--- src/rtl/uart_tx_feeder.sv ---
// uart_tx_feeder: byte FIFO that feeds a UART transmitter one byte at a time.
// A host side pushes bytes through wr_en/wr_data and sees full/empty/count/overflow.
// A transmitter side receives start/txin, answers with txdone, and then a
// fixed idle gap runs before the next byte is launched.
//
// Ports:
//   clk, rst          rising-edge clock, synchronous active-high reset
//   wr_en, wr_data    host write strobe and byte
//   full, empty       registered FIFO status flags
//   count             registered number of stored bytes (0..DEPTH)
//   overflow          one-cycle pulse after a write was rejected while full
//   start             one-cycle launch pulse to the transmitter
//   txin              byte presented to the transmitter, held until the next pop
//   txdone            transmitter completion pulse
//   busy              high whenever the launcher is not idle

module uart_tx_feeder #(
    parameter int DEPTH      = 16,
    parameter int AW         = 4,
    parameter int GAP_CYCLES = 12
) (
    input  logic          clk,
    input  logic          rst,
    input  logic          wr_en,
    input  logic [7:0]    wr_data,
    output logic          full,
    output logic          empty,
    output logic [AW:0]   count,
    output logic          overflow,
    output logic          start,
    output logic [7:0]    txin,
    input  logic          txdone,
    output logic          busy
);

    // Gap counter only needs to hold GAP_CYCLES-1.
    localparam int GW = (GAP_CYCLES > 1) ? $clog2(GAP_CYCLES) : 1;

    localparam logic [AW:0]   DEPTH_C  = (AW + 1)'(DEPTH);
    localparam logic [GW-1:0] GAP_LOAD = GW'(GAP_CYCLES - 1);

    typedef enum logic [1:0] {
        IDLE,
        LAUNCH,
        WAIT_DONE,
        GAP
    } state_t;

    state_t state;
    state_t state_nxt;

    logic [7:0]    mem [DEPTH];
    logic [AW-1:0] wr_ptr;
    logic [AW-1:0] rd_ptr;
    logic [AW:0]   cnt;
    logic [AW:0]   cnt_nxt;
    logic          full_q;
    logic          empty_q;
    logic          ovf_q;
    logic [7:0]    txin_q;
    logic [GW-1:0] gap_q;
    logic [GW-1:0] gap_nxt;
    logic          push;
    logic          pop;

    // A full FIFO rejects the write even when a pop frees a slot this cycle,
    // so acceptance depends only on the registered flag.
    assign push = wr_en & ~full_q;

    // Launcher: pops only from IDLE, so at most one byte is ever in flight.
    always_comb begin
        state_nxt = state;
        gap_nxt   = gap_q;
        pop       = 1'b0;
        unique case (state)
            IDLE: begin
                if (!empty_q) begin
                    pop       = 1'b1;
                    state_nxt = LAUNCH;
                end
            end
            LAUNCH: begin
                state_nxt = WAIT_DONE;
            end
            WAIT_DONE: begin
                if (txdone) begin
                    state_nxt = GAP;
                    gap_nxt   = GAP_LOAD;
                end
            end
            GAP: begin
                if (gap_q == '0) begin
                    state_nxt = IDLE;
                end else begin
                    gap_nxt = gap_q - 1'b1;
                end
            end
            default: begin
                state_nxt = IDLE;
            end
        endcase
    end

    always_comb begin
        cnt_nxt = cnt;
        unique case ({push, pop})
            2'b10:   cnt_nxt = cnt + 1'b1;
            2'b01:   cnt_nxt = cnt - 1'b1;
            default: cnt_nxt = cnt;
        endcase
    end

    always_ff @(posedge clk) begin
        if (rst) begin
            state   <= IDLE;
            gap_q   <= '0;
            wr_ptr  <= '0;
            rd_ptr  <= '0;
            cnt     <= '0;
            full_q  <= 1'b0;
            empty_q <= 1'b1;
            ovf_q   <= 1'b0;
            txin_q  <= 8'h00;
        end else begin
            state   <= state_nxt;
            gap_q   <= gap_nxt;
            cnt     <= cnt_nxt;
            // Flags come from the next count so they always agree with count.
            full_q  <= (cnt_nxt == DEPTH_C);
            empty_q <= (cnt_nxt == '0);
            ovf_q   <= wr_en & full_q;
            if (push) begin
                wr_ptr <= wr_ptr + 1'b1;
            end
            if (pop) begin
                rd_ptr <= rd_ptr + 1'b1;
                txin_q <= mem[rd_ptr];
            end
        end
    end

    // Storage has no reset; stale contents are unreachable once pointers clear.
    always_ff @(posedge clk) begin
        if (!rst && push) begin
            mem[wr_ptr] <= wr_data;
        end
    end

    assign full     = full_q;
    assign empty    = empty_q;
    assign count    = cnt;
    assign overflow = ovf_q;
    assign start    = (state == LAUNCH);
    assign txin     = txin_q;
    assign busy     = (state != IDLE);

endmodule

--- config.mk ---
export PLATFORM = sky130hd
export DESIGN_NAME = uart_tx_feeder
export DESIGN_NICKNAME = d
export VERILOG_FILES = /design/src/rtl/uart_tx_feeder.sv
export SDC_FILE = /design/constraint.sdc
export NUM_CORES = 1
export LEC_CHECK = 0
export ABC_AREA = 1
export BUFFER_PORTS_ARGS = -buffer_cell sky130_fd_sc_hd__buf_2
export CORE_MARGIN = 2
export CORE_UTILIZATION = 45
export CTS_CLUSTER_SIZE = 10
export DETAILED_ROUTE_END_ITERATION = 6
export GPL_TIMING_DRIVEN = 0
export SKIP_LAST_GASP = 1
export SLEW_MARGIN = 20
export SYNTH_ARGS = -nofsm -noshare
export SYNTH_HDL_FRONTEND = slang
export SYNTH_SLANG_ARGS = --single-unit
--- constraint.sdc ---
create_clock -name clk -period 3 [get_ports clk]
set_input_delay 0.3 -clock clk [delete_from_list [all_inputs] [get_ports clk]]
set_output_delay 0.3 -clock clk [all_outputs]
set_load 0.02 [all_outputs]
[Yosys cells after proc, flatten, opt, wreduce, memory -nomap -nowiden]
Memories as Yosys holds them, arrays and structs flattened. A register that Yosys moved wholly into a read port is not among the register bits.
Index checks and enable logic that the tools add are counted.
Widths: inputs -> output; s select.
Operators by class
  add/sub/neg operators: 5
  eq/ne operators: 10
  multiplexer cells: 12
  bitwise gates (word level): 3
  reductions and logical operators: 9
Operator list (count)
  $pmux 5 s2: 1
  $add 4x1->4 const B: 2
  $mux 4: 2
  $ne 2x2->1 const B: 4
  $pmux 2 s4: 1
  $pmux 4 s2: 1
  $eq 2x2->1 const B: 3
  $mux 2: 3
  $reduce_and 3->1: 2
  $add 5x1->5 const B: 1
  $eq 5x5->1 const B: 1
  $logic_not 5->1: 1
  $sub 5x1->5 const B: 1
  $eq 2x1->1 const B: 2
  $logic_not 4->1: 1
  $mux 1: 4
  $reduce_bool 2->1: 2
  $sub 4x1->4 const B: 1
  $and 1x1->1: 2
  $logic_not 2->1: 1
  $logic_and 1x1->1: 1
  $logic_not 1->1: 1
  $not 1->1: 1
Word-level totals
  bits in registers: 22
  bits in writable memories: 128
  input bits: 12
  output and inout port bits: 18
  word-level logic and storage cells: 48
  memories kept: 1
Memory list
  mem: words 16, bits a word 8, rd ports 1, clocked after memory_dff 1, wr ports 1, line 52  | logic [7:0] mem [DEPTH];

[Logic depth before layout (Yosys ltp)]
  depth after elaboration: 5
  depth in mapped cells: 19
  mapped depth without buffers: 19

[Least setup slack after synthesis]
No wires, ideal clock.
  path kind: register to register
  start point: register state[0]
  end point: register full_q (netlist: full)
  setup time: 0.113 ns
  arrival: 1.897 ns
  required time: 2.887 ns
  slack: 0.989 ns
  cell stages (with the launch flop): 16
  buffers on the path: 1
  period minus slack after synthesis: 2.011 ns
  cells stage by stage: dfxtp_1 inv_1 ha_1 inv_2 nor2_8 buf_2 ha_1 nand2_1 nand2_1 nand3_2 o21ai_1 nand3_1 nand2_1 nand2_1 nand2_1 nor2_1
On the way
  cells in the longest elaborated chain, start to end: 5
  elaborated cells between the ends (all ways): 6
  those cells by class: 3 x eq/ne; 2 x mux; 1 x reduce/logical
RTL lines
  start: declaration: line 49  | state_t state;
  start signal: assignment: line 125  | state <= state_nxt;
  $logic_not 2->1 *: line 75  | unique case (state)
  $mux 1 *: line 75
  $eq 2x1->1 / $eq 2x2->1 (equally long branches): line 106  | unique case ({push, pop})
  $pmux 5 s2 *: line 106
  $eq 5x5->1 *: line 129  | full_q <= (cnt_nxt == DEPTH_C);
  end signal: assignment: line 129
  end: declaration: line 57  | logic full_q;
Every way passes the cells marked *; elsewhere a longest branch is shown, timed or not.
A chain may end at the register's enable or synchronous reset.

[Worst setup path after layout]
  start point: register state[0]
  end point: register empty_q (netlist: empty)
On the way
  cells in the longest elaborated chain, start to end: 5
  elaborated cells between the ends (all ways): 6
  those cells by class: 2 x eq/ne; 2 x mux; 2 x reduce/logical
RTL lines
  $logic_not 2->1 *: line 75
  $mux 1 *: line 75
  $eq 2x1->1 / $eq 2x2->1 (equally long branches): line 106
  $pmux 5 s2 *: line 106
  $logic_not 5->1 *: line 130  | empty_q <= (cnt_nxt == '0);
  end signal: assignment: line 130
  end: declaration: line 58  | logic empty_q;
Marked as above.

==> reports/results.txt <==
XOR/XNOR share of the synthesized area -> 0.00265
Worst slew pin tran -> 0.892 ns
First-pass GRT wire length -> 24600 µm
PD cells -> 876 nW/µm²
Outcome -> finished, final reports clean
Synth cell types -> 29
Mux share of post-synthesis cell area -> 0
Antenna Cells -> 0
Post-CTS Setup Inserts -> 0
First-pass iteration count of the detailed router -> 5
CTS Buffer Depth -> 2
Worst VDD drop -> 0.456 mV
Synth area leader -> edfxtp_1
Slew margin rel. -> 0.403
Layout cell share with drive strength beyond 1 -> 0.138
Crit path max fanout -> 10
GRT Total Usage -> 0.209
Setup CP Type -> reg2reg
Clock Skew -> 0.0118 ns
Port-buffer cells -> 28
Number of synthesis warnings -> 0
Reg2reg setup slack -> 0.65 ns
Post-Synth Simple-Gate Area -> 0.128
FF+latch count, synth -> 158
Routed wire length -> 15800 µm
Clk sink count -> 158
IO Pins -> 30
Gr ovfl total -> 0
Initial Util -> 0.458
Peak Freq -> 0.425 GHz
Core area -> 14400 µm²
Routed len/inst -> 19.2 µm
Antenna Nets Post-Route -> 0
Die Y-Extent -> 125 µm
Commonest non-fill, non-tap cells in the layout -> edfxtp_1, nor2_1, o21ai_0
Yosys top cell area share -> 0.582
Synthesized net count -> 605
Largest family of logic cells by synthesized area -> simple AND/OR/NAND/NOR gates
Rows -> 44
Routability cong. -> 0.861
Antenna violations before repair -> 0
Root Driver -> clkbuf_16
Commonest non-fill, non-tap cell in the layout -> edfxtp_1
Final hold vios -> 0
Max Transition Viols Final -> 0
DR vias/cell -> 5.62
Hold Crit Class -> in2reg
Cts bufs inserted -> 17
Core Util, Final -> 0.525
Post-Synth Adder-Cell Area -> 0.0265
Number of synthesized flops with an enable pin -> 128
Chip Width -> 125 µm
Fin crit share -> 0.784
Final Setup Violations -> 0
Dpl hpwl -> 10700 µm
DR vias -> 4632
TritonCTS clock tree -> built
Fin Setup TNS -> 0 ns
Dominant synthesized flop cell -> edfxtp_1
FILL cells -> 1253
Static Leak -> 2.72 nW
Mean Syn Cell Area -> 11.4 µm²
Clock-pin slew on the worst setup and hold paths -> 0.06 ns
Arr. time, crit path -> 2.71 ns
Post-layout net count -> 653
Syn-to-layout area delta -> 14.8%
Vias in the first global route -> 4516
Hold Buf Count CTS -> 0
Clk_lat worst skew -> 0.43 ns
Top post-synthesis cells by area -> edfxtp_1, dfxtp_1, nor2_1
Sequential share of the synthesized area -> 0.673
Synth Cell Area -> 6600 µm²
H-tree depth -> 4
Post-synthesis compound-gate area fraction -> 0.117
CP endpoint kind -> flop
Post-CTS sizing -> 0
Die Footprint -> 15700 µm²
Startpoint types -> flop
CP required -> 3.36 ns
Max-Cap Viols -> 0
Initial DRC count -> 500
Gate Count Post-Synth -> 579
Minimum clock period -> 2.35 ns
Synth async-reset ratio -> 0
DRC violations left -> 0
Maximum number of pins on one net before global-route repair -> 17
RSZ-0062 raised after global routing -> false
==> cells in the mapped netlist (2+ instances only) <==
cell        n
o211ai_1    3
edfxtp_1  128
a21oi_1    11
o21ai_1    17
ha_1       14
nand2_1    39
xor2_1      2
nand2_2     4
clkinv_1    3
o22ai_1     7
inv_2       2
nor3_1     12
inv_1      41
o21ai_0    62
nor2_1    109
buf_6       6
buf_2       9
dfxtp_1    30
nand3_2     2
clkbuf_1   13
nand3_1    32
o221ai_1   26
==> final timing paths <==
path                         startpoint  cells past startpoint             endpoint
setup / recovery  state[0]$_SDFFE_PP0P_                     14     empty$_SDFF_PP1_
hold / removal                    wr_en                      3  overflow$_SDFF_PP0_
setup reg to reg  state[0]$_SDFFE_PP0P_                     14     empty$_SDFF_PP1_
hold reg to reg         full$_SDFF_PP0_                      2  overflow$_SDFF_PP0_
==> critical path: stages, from the launching register on <==
cell and delay [ns]:
dfxtp_1 0.33, inv_1 0.13, ha_1 0.20, inv_2 0.07, nor2_8 0.15, buf_2 0.30, ha_1 0.28, nand2_1 0.08
nand2_1 0.10, nand3_2 0.10, nand3_1 0.09, o21ai_1 0.09, nor2_1 0.09, nand3_1 0.13, o21bai_1 0.14
==> where the power goes <==
group / internal (mW) / total, mW / switching [mW]
clock network: 1.21 / 2.04 / 0.828
logic: 0.630 / 1.98 / 1.35
registers: 2.51 / 2.62 / 0.108
==> area by class of cell <==
type                            instances  area (µm²)  share of cell area
Clock buffer                           19         433              0.0572
Sequential cell                       158        4440               0.587
Tap cell                              184         230              0.0304
Timing Repair Buffer                   29         148              0.0195
Clock inverter                         13         124              0.0164
Multi-Input combinational cell        346        1850               0.245
Inverter                               46         173              0.0228
Buffer                                 29         169              0.0223
==> flip-flops by register name, summed over array words and instances, names as in the netlist <==
signal / cells
wr_ptr: 4
txin: 8
gap_q: 4
state: 2
overflow: 1
mem: 128
full: 1
count: 5
empty: 1
rd_ptr: 4
==> routing by layer <==
layer  share of wire  GRT usage  vias to the layer above
li1                -          -                     2169
met1            0.45      0.281                     2284
met2            0.47      0.332                      152
met3           0.059     0.0518                       27
met4           0.021     0.0752                        0
met5               0          0                        -
==> stage by stage <==
step	hold WS, ns	cell area, µm²	power, mW	setup WS [ns]	cells
CTS	0.0960	7570	6.66	0.640	824
global placement	0.432	6970	4.60	0.586	791
finish	0.107	7570	6.63	0.649	824
detailed placement	0.447	7010	4.64	0.664	792
global route	0.101	7570	6.99	0.378	824
floorplan	0.399	6600	4.00	0.989	579
==> kinds of logic (layout without fill, tap and decap cells) <==
kind of cell,count (synthesis),in the layout
adder cells (fa/ha/maj),14,14
AND/OR/NAND/NOR,200,200
buffers and inverters,75,136
AO/OA/AOI/OAI,130,130
XOR/XNOR,2,2
flip-flops,158,158
Note: power is estimated with default switching activity, not from simulation.
